### src/rtl/fsm_input_guard_pkg.sv
// Shared definitions for the input guard: state encodings, default width and
// the legal-transition rule reused by the downstream FSM checker.
package fsm_input_guard_pkg;

  localparam int W_DEFAULT = 3;

  localparam logic [2:0] ST_IDLE    = 3'd0;
  localparam logic [2:0] ST_SETTLE  = 3'd1;
  localparam logic [2:0] ST_DECIDE  = 3'd2;
  localparam logic [2:0] ST_RELEASE = 3'd3;
  localparam logic [2:0] ST_LOCKOUT = 3'd4;

  // Operands are zero-extended to 32 bits so one function serves any width w.
  function automatic logic is_legal(input logic [31:0] cur, input logic [31:0] cand,
                                    input int w);
    logic [31:0] mask;
    mask = (w >= 32) ? '1 : ((32'd1 << w) - 32'd1);
    return (cand == 32'd0) || (cand == cur) ||
           (cand == ((cur + 32'd1) & mask)) ||
           ((cur != 32'd0) && (cand == cur - 32'd1));
  endfunction

endpackage

### src/rtl/fsm_input_guard_debounce.sv
// Debouncer: qualifies a command once it has been seen valid and unchanged for
// STABLE_CYCLES consecutive samples; only runs while en_i is high.
module fsm_input_guard_debounce #(
  parameter int W             = 3,
  parameter int STABLE_CYCLES = 4
) (
  input  logic         clk,
  input  logic         rst_n,
  input  logic         en_i,
  input  logic         raw_valid_i,
  input  logic [W-1:0] raw_cmd_i,
  output logic         qual_o,
  output logic [W-1:0] cand_o
);

  localparam int SW = $clog2(STABLE_CYCLES + 1);

  logic          active_q, active_d;
  logic [W-1:0]  cand_q, cand_d;
  logic [SW-1:0] stab_q, stab_d;

  always_comb begin
    active_d = 1'b0;
    cand_d   = cand_q;
    stab_d   = '0;
    qual_o   = 1'b0;
    if (en_i && raw_valid_i) begin
      if (active_q && (raw_cmd_i == cand_q)) begin
        stab_d = stab_q + SW'(1);
      end else begin
        cand_d = raw_cmd_i;
        stab_d = SW'(1);
      end
      // cand is frozen after qualification so the decide stage reads it next cycle.
      if (stab_d == SW'(STABLE_CYCLES)) begin
        qual_o = 1'b1;
        stab_d = '0;
      end else begin
        active_d = 1'b1;
      end
    end
  end

  always_ff @(posedge clk) begin
    if (!rst_n) begin
      active_q <= 1'b0;
      cand_q   <= '0;
      stab_q   <= '0;
    end else begin
      active_q <= active_d;
      cand_q   <= cand_d;
      stab_q   <= stab_d;
    end
  end

  assign cand_o = cand_q;

endmodule

### src/rtl/fsm_input_guard.sv
// Input guard for the user-driven FSM: debounces raw commands, applies the
// legal-transition rule, and locks the FSM to state 0 after repeated rejects.
module fsm_input_guard
  import fsm_input_guard_pkg::*;
#(
  parameter int W             = W_DEFAULT,
  parameter int STABLE_CYCLES = 4,
  parameter int MAX_ERR       = 3,
  parameter int LOCK_CYCLES   = 16
) (
  input  logic                             clk,
  input  logic                             rst_n,
  input  logic                             raw_valid,
  input  logic [W-1:0]                     raw_cmd,
  output logic [W-1:0]                     user_input,
  output logic                             cmd_accept,
  output logic                             cmd_reject,
  output logic                             locked,
  output logic [$clog2(MAX_ERR+1)-1:0]     err_cnt
);

  localparam int EW = $clog2(MAX_ERR + 1);
  localparam int LW = $clog2(LOCK_CYCLES + 1);

  logic [2:0]    state_q, state_d;
  logic [W-1:0]  user_q, user_d;
  logic          acc_q, acc_d;
  logic          rej_q, rej_d;
  logic          locked_q, locked_d;
  logic [EW-1:0] err_q, err_d, err_inc;
  logic [LW-1:0] lock_cnt_q, lock_cnt_d;
  logic          deb_en, qual;
  logic [W-1:0]  cand;

  assign deb_en = (state_q == ST_IDLE) || (state_q == ST_SETTLE);

  fsm_input_guard_debounce #(
    .W             (W),
    .STABLE_CYCLES (STABLE_CYCLES)
  ) u_debounce (
    .clk         (clk),
    .rst_n       (rst_n),
    .en_i        (deb_en),
    .raw_valid_i (raw_valid),
    .raw_cmd_i   (raw_cmd),
    .qual_o      (qual),
    .cand_o      (cand)
  );

  always_comb begin
    state_d    = state_q;
    user_d     = user_q;
    acc_d      = 1'b0;
    rej_d      = 1'b0;
    locked_d   = locked_q;
    err_d      = err_q;
    lock_cnt_d = lock_cnt_q;
    err_inc    = err_q + EW'(1);
    case (state_q)
      ST_IDLE: begin
        if (raw_valid) state_d = ST_SETTLE;
      end
      ST_SETTLE: begin
        if (qual)            state_d = ST_DECIDE;
        else if (!raw_valid) state_d = ST_IDLE;
      end
      ST_DECIDE: begin
        if (is_legal(32'(user_q), 32'(cand), W)) begin
          user_d  = cand;
          acc_d   = 1'b1;
          err_d   = '0;
          state_d = ST_RELEASE;
        end else begin
          rej_d      = 1'b1;
          err_d      = err_inc;
          lock_cnt_d = '0;
          state_d    = (err_inc == EW'(MAX_ERR)) ? ST_LOCKOUT : ST_RELEASE;
        end
      end
      ST_RELEASE: begin
        if (!raw_valid) state_d = ST_IDLE;
      end
      ST_LOCKOUT: begin
        // locked rises one cycle after the reject pulse so the two never overlap.
        if (!locked_q) begin
          locked_d   = 1'b1;
          user_d     = '0;
          lock_cnt_d = LW'(1);
        end else if (lock_cnt_q == LW'(LOCK_CYCLES)) begin
          locked_d   = 1'b0;
          err_d      = '0;
          lock_cnt_d = '0;
          state_d    = ST_RELEASE;
        end else begin
          lock_cnt_d = lock_cnt_q + LW'(1);
        end
      end
      default: begin
        state_d    = ST_LOCKOUT;
        user_d     = '0;
        locked_d   = 1'b0;
        lock_cnt_d = '0;
      end
    endcase
  end

  always_ff @(posedge clk) begin
    if (!rst_n) begin
      state_q    <= ST_IDLE;
      user_q     <= '0;
      acc_q      <= 1'b0;
      rej_q      <= 1'b0;
      locked_q   <= 1'b0;
      err_q      <= '0;
      lock_cnt_q <= '0;
    end else begin
      state_q    <= state_d;
      user_q     <= user_d;
      acc_q      <= acc_d;
      rej_q      <= rej_d;
      locked_q   <= locked_d;
      err_q      <= err_d;
      lock_cnt_q <= lock_cnt_d;
    end
  end

  assign user_input = user_q;
  assign cmd_accept = acc_q;
  assign cmd_reject = rej_q;
  assign locked     = locked_q;
  assign err_cnt    = err_q;

endmodule

### config.mk
export PLATFORM = sky130hd
export DESIGN_NAME = fsm_input_guard
export DESIGN_NICKNAME = d
export VERILOG_FILES = /design/src/rtl/fsm_input_guard_pkg.sv /design/src/rtl/fsm_input_guard_debounce.sv /design/src/rtl/fsm_input_guard.sv
export SDC_FILE = /design/constraint.sdc
export NUM_CORES = 1
export LEC_CHECK = 0
export ABC_AREA = 1
export BUFFER_PORTS_ARGS = -buffer_cell sky130_fd_sc_hd__buf_4
export CAP_MARGIN = 5
export CORE_ASPECT_RATIO = 1.4
export CORE_MARGIN = 2
export CORE_UTILIZATION = 30
export CTS_BUF_LIST = sky130_fd_sc_hd__clkbuf_4 sky130_fd_sc_hd__clkbuf_8
export DETAILED_ROUTE_END_ITERATION = 16
export PLACE_DENSITY = 0.54
export SLEW_MARGIN = 20
export SYNTH_ARGS = -nofsm -noshare
export SYNTH_HDL_FRONTEND = slang
export SYNTH_SLANG_ARGS = --single-unit
### constraint.sdc
create_clock -name clk -period 2.2 [get_ports clk]
set_clock_uncertainty 0.05 [all_clocks]
set_input_delay 0.33 -clock clk [delete_from_list [all_inputs] [get_ports clk]]
set_output_delay 0.33 -clock clk [all_outputs]
set_load 0.05 [all_outputs]
==> impl_metrics.yaml <==
power_and_ir_drop:
  peakVddDrop_uv: 154
  powerDensity_nw_per_um2: 480
  p_leak_uw: 0.000738
die:
  fp.dieH_um: 86.2
  dieArea_um2: 5400
  initial_utilization: 0.316
  core_area_um2: 4570
  die_x_um: 62.7
  io_pins: 14
  rows: 29
place:
  placed_cell_area_um2: 1620
  port_buffers: 13
  routabilityCongestion: 0.838
  dp_hpwl_um: 2340
worst_setup_path:
  rrSetupSlack_ps: 340
  crit_path_end_kind: "flop"
  worstReg2RegStart: "user_input[0]$_SDFFE_PN0P_"
  crit_type: "reg -> reg"
  cp.required_ps: 2350
  arrival_ps: 2010
  reg2regPathDepth: 13
  crit_start: "user_input[0]$_SDFFE_PN0P_"
  start_kind: "flop"
  cp_max_fo: 6
clocking:
  post_cts.resized_instances: 0
  hold_buffers: 0
  cts_root_buf: "clkbuf_8"
  cts_tree: "done"
  cts.clk_slew.worst_paths_ps: 80
  cts_sinks: 23
  cts_buffers: 3
  htreeDepth: 1
  clk_path_buf_depth: 2
  postCtsSetupBuffers: 0
  clkLatencyLatePin_ps: 260
sta:
  timing.fmax_mhz: 539
  period_share: 0.844
  hold_viol: 0
  report.final.slew_viol_count: 0
  setup_tns_ps: 0
  hold_slack_ps: 275
  fin_crit_ps: 1860
  setup_violations: 0
  timing.slew.headroom: 0.701
  worstMarginPinSlew_ps: 448
  rsz0062_at_grt: "false"
finish:
  design_area_um2: 1670
  antenna_cells: 0
  area_growth_pct: 15.5
  drive_gt1_frac: 0.261
  final_util: 0.365
  fin_nets: 232
routing:
  drt-total-wl_um: 2880
  vias: 1277
  final_antenna_net_count: 0
  dr.first_iter.drc_count: 38
  wl_per_cell_um: 10.3
  drc_errors: 0
  first_pass_iters: 3
  viasPerCell: 4.56
yosys:
  synthCells: 202
  synth_top_area_cell: "dfxtp_1"
  synth_nets: 215
  seq_area_frac_synth: 0.318
  synth_area_leaders: "dfxtp_1, nand2_1, inv_1"
  netlist.area_leader.share: 0.318
  ys_seq_elements: 23
  syn-cell-area_um2: 1450
  ys_types: 29
  avgSynthCellArea_um2: 7.16
  ys_warn_count: 0
flow_run:
  maxCapViolCount: 0
outcome:
  outcome: "complete, no violations"
global_routing:
  overflow: 0
  grt_pass1_vias: 1209
  grt_antenna_before_repair: 0
  grt_max_degree: 13
  grt_usage: 0.117
  grt_pass1_wl_um: 5030
hold_path:
  whs_path_depth: 3
  hp-class: "in -> reg"
  hp-start: "raw_cmd[0]"
## per-layer routing
layer / up-vias / track usage / routed length (um)
met3: 8 / 0.0157 / 50
met4: 0 / 0.0727 / 96
li1: 679 / - / -
met1: 577 / 0.121 / 1240
met5: - / 0 / 0
met2: 13 / 0.220 / 1490
## worst max-delay path: stages, from the launching register on
cell,delay [ps]
dfxtp_1,430
inv_1,120
ha_1,320
inv_1,70
nand2_2,50
nand2_2,80
nand3_1,90
inv_1,60
nand2_1,80
nand3_4,110
nand2_4,60
nand2_4,110
nand2_2,60
a21oi_2,110
## flip-flops by register name, indices dropped and copies added, names as in the netlist
register             cells
locked                   1
err_cnt                  2
state_q                  3
u_debounce.stab_q        3
u_debounce.cand_o        3
u_debounce.active_q      1
user_input               3
cmd_accept               1
lock_cnt_q               5
cmd_reject               1
## cell families (layout without fill, tap and decap cells)
kind of cell | count (synthesis) | after routing | synth area share
and+or+nand+nor | 104 | 104 | 0.383
buffers and inverters | 35 | 51 | 0.0908
AOI/OAI and AO/OA | 30 | 30 | 0.129
DFF | 23 | 23 | 0.318
adders and majority gates | 7 | 7 | 0.0606
xor gates and xnor gates | 3 | 3 | 0.0182
## cell usage in the layout (no fill, tap or decap), types with 3 or more instances in the layout
| master | n |
|---|---|
| nand3_1 | 16 |
| ha_1 | 7 |
| o21ai_0 | 6 |
| o21ai_1 | 3 |
| nor2_1 | 12 |
| buf_4 | 14 |
| nand4_1 | 4 |
| a21oi_1 | 8 |
| nand2_2 | 12 |
| a21oi_2 | 5 |
| clkbuf_8 | 3 |
| dfxtp_1 | 23 |
| nand2_1 | 44 |
| nor2_2 | 5 |
| inv_2 | 6 |
| inv_1 | 27 |
## layout make-up
| type | count | area (um2) |
|---|---|---|
| clock buffers | 4 | 48.8 |
| well taps | 62 | 77.6 |
| repair buffers | 14 | 105 |
| multi-input cells | 144 | 855 |
| fillers | 522 | 2900 |
| inverters | 33 | 124 |
| flip-flops and latches | 23 | 460 |
## per-stage QoR
step                      power (uW)  setup slack [ps]  cells
after floorplan                  515               102    202
after global placement           540               409    276
after detailed placement         539               352    276
after CTS                        819               326    280
after global routing             845               150    280
final                            803               343    280
## power by group
part | switching, uW | internal, uW | leakage, uW
clock | 132 | 142 | 0.0000262
combinational | 58.1 | 33.5 | 0.000525
sequential | 13.0 | 424 | 0.000187
## cell usage after synthesis, drive strengths merged
cell type and instances:
nand2 58, ha 7, dfxtp 23, xor2 2, a21oi 13, nand3 20
a31oi 2, inv 33, o21bai 1, nor3 2, xnor2 1, or2 1
nand4 4, a21boi 2, nor2 19, o21a 1, clkbuf 2, o21ai 9
o31ai 2
## worst paths after layout
kind | to
min | u_debounce.cand_o[0]$_SDFFE_PN0P_
max | lock_cnt_q[0]$_SDFFE_PN0P_
max reg2reg | lock_cnt_q[0]$_SDFFE_PN0P_
min reg2reg | lock_cnt_q[1]$_SDFFE_PN0P_
(Power assumes the default switching activity.)
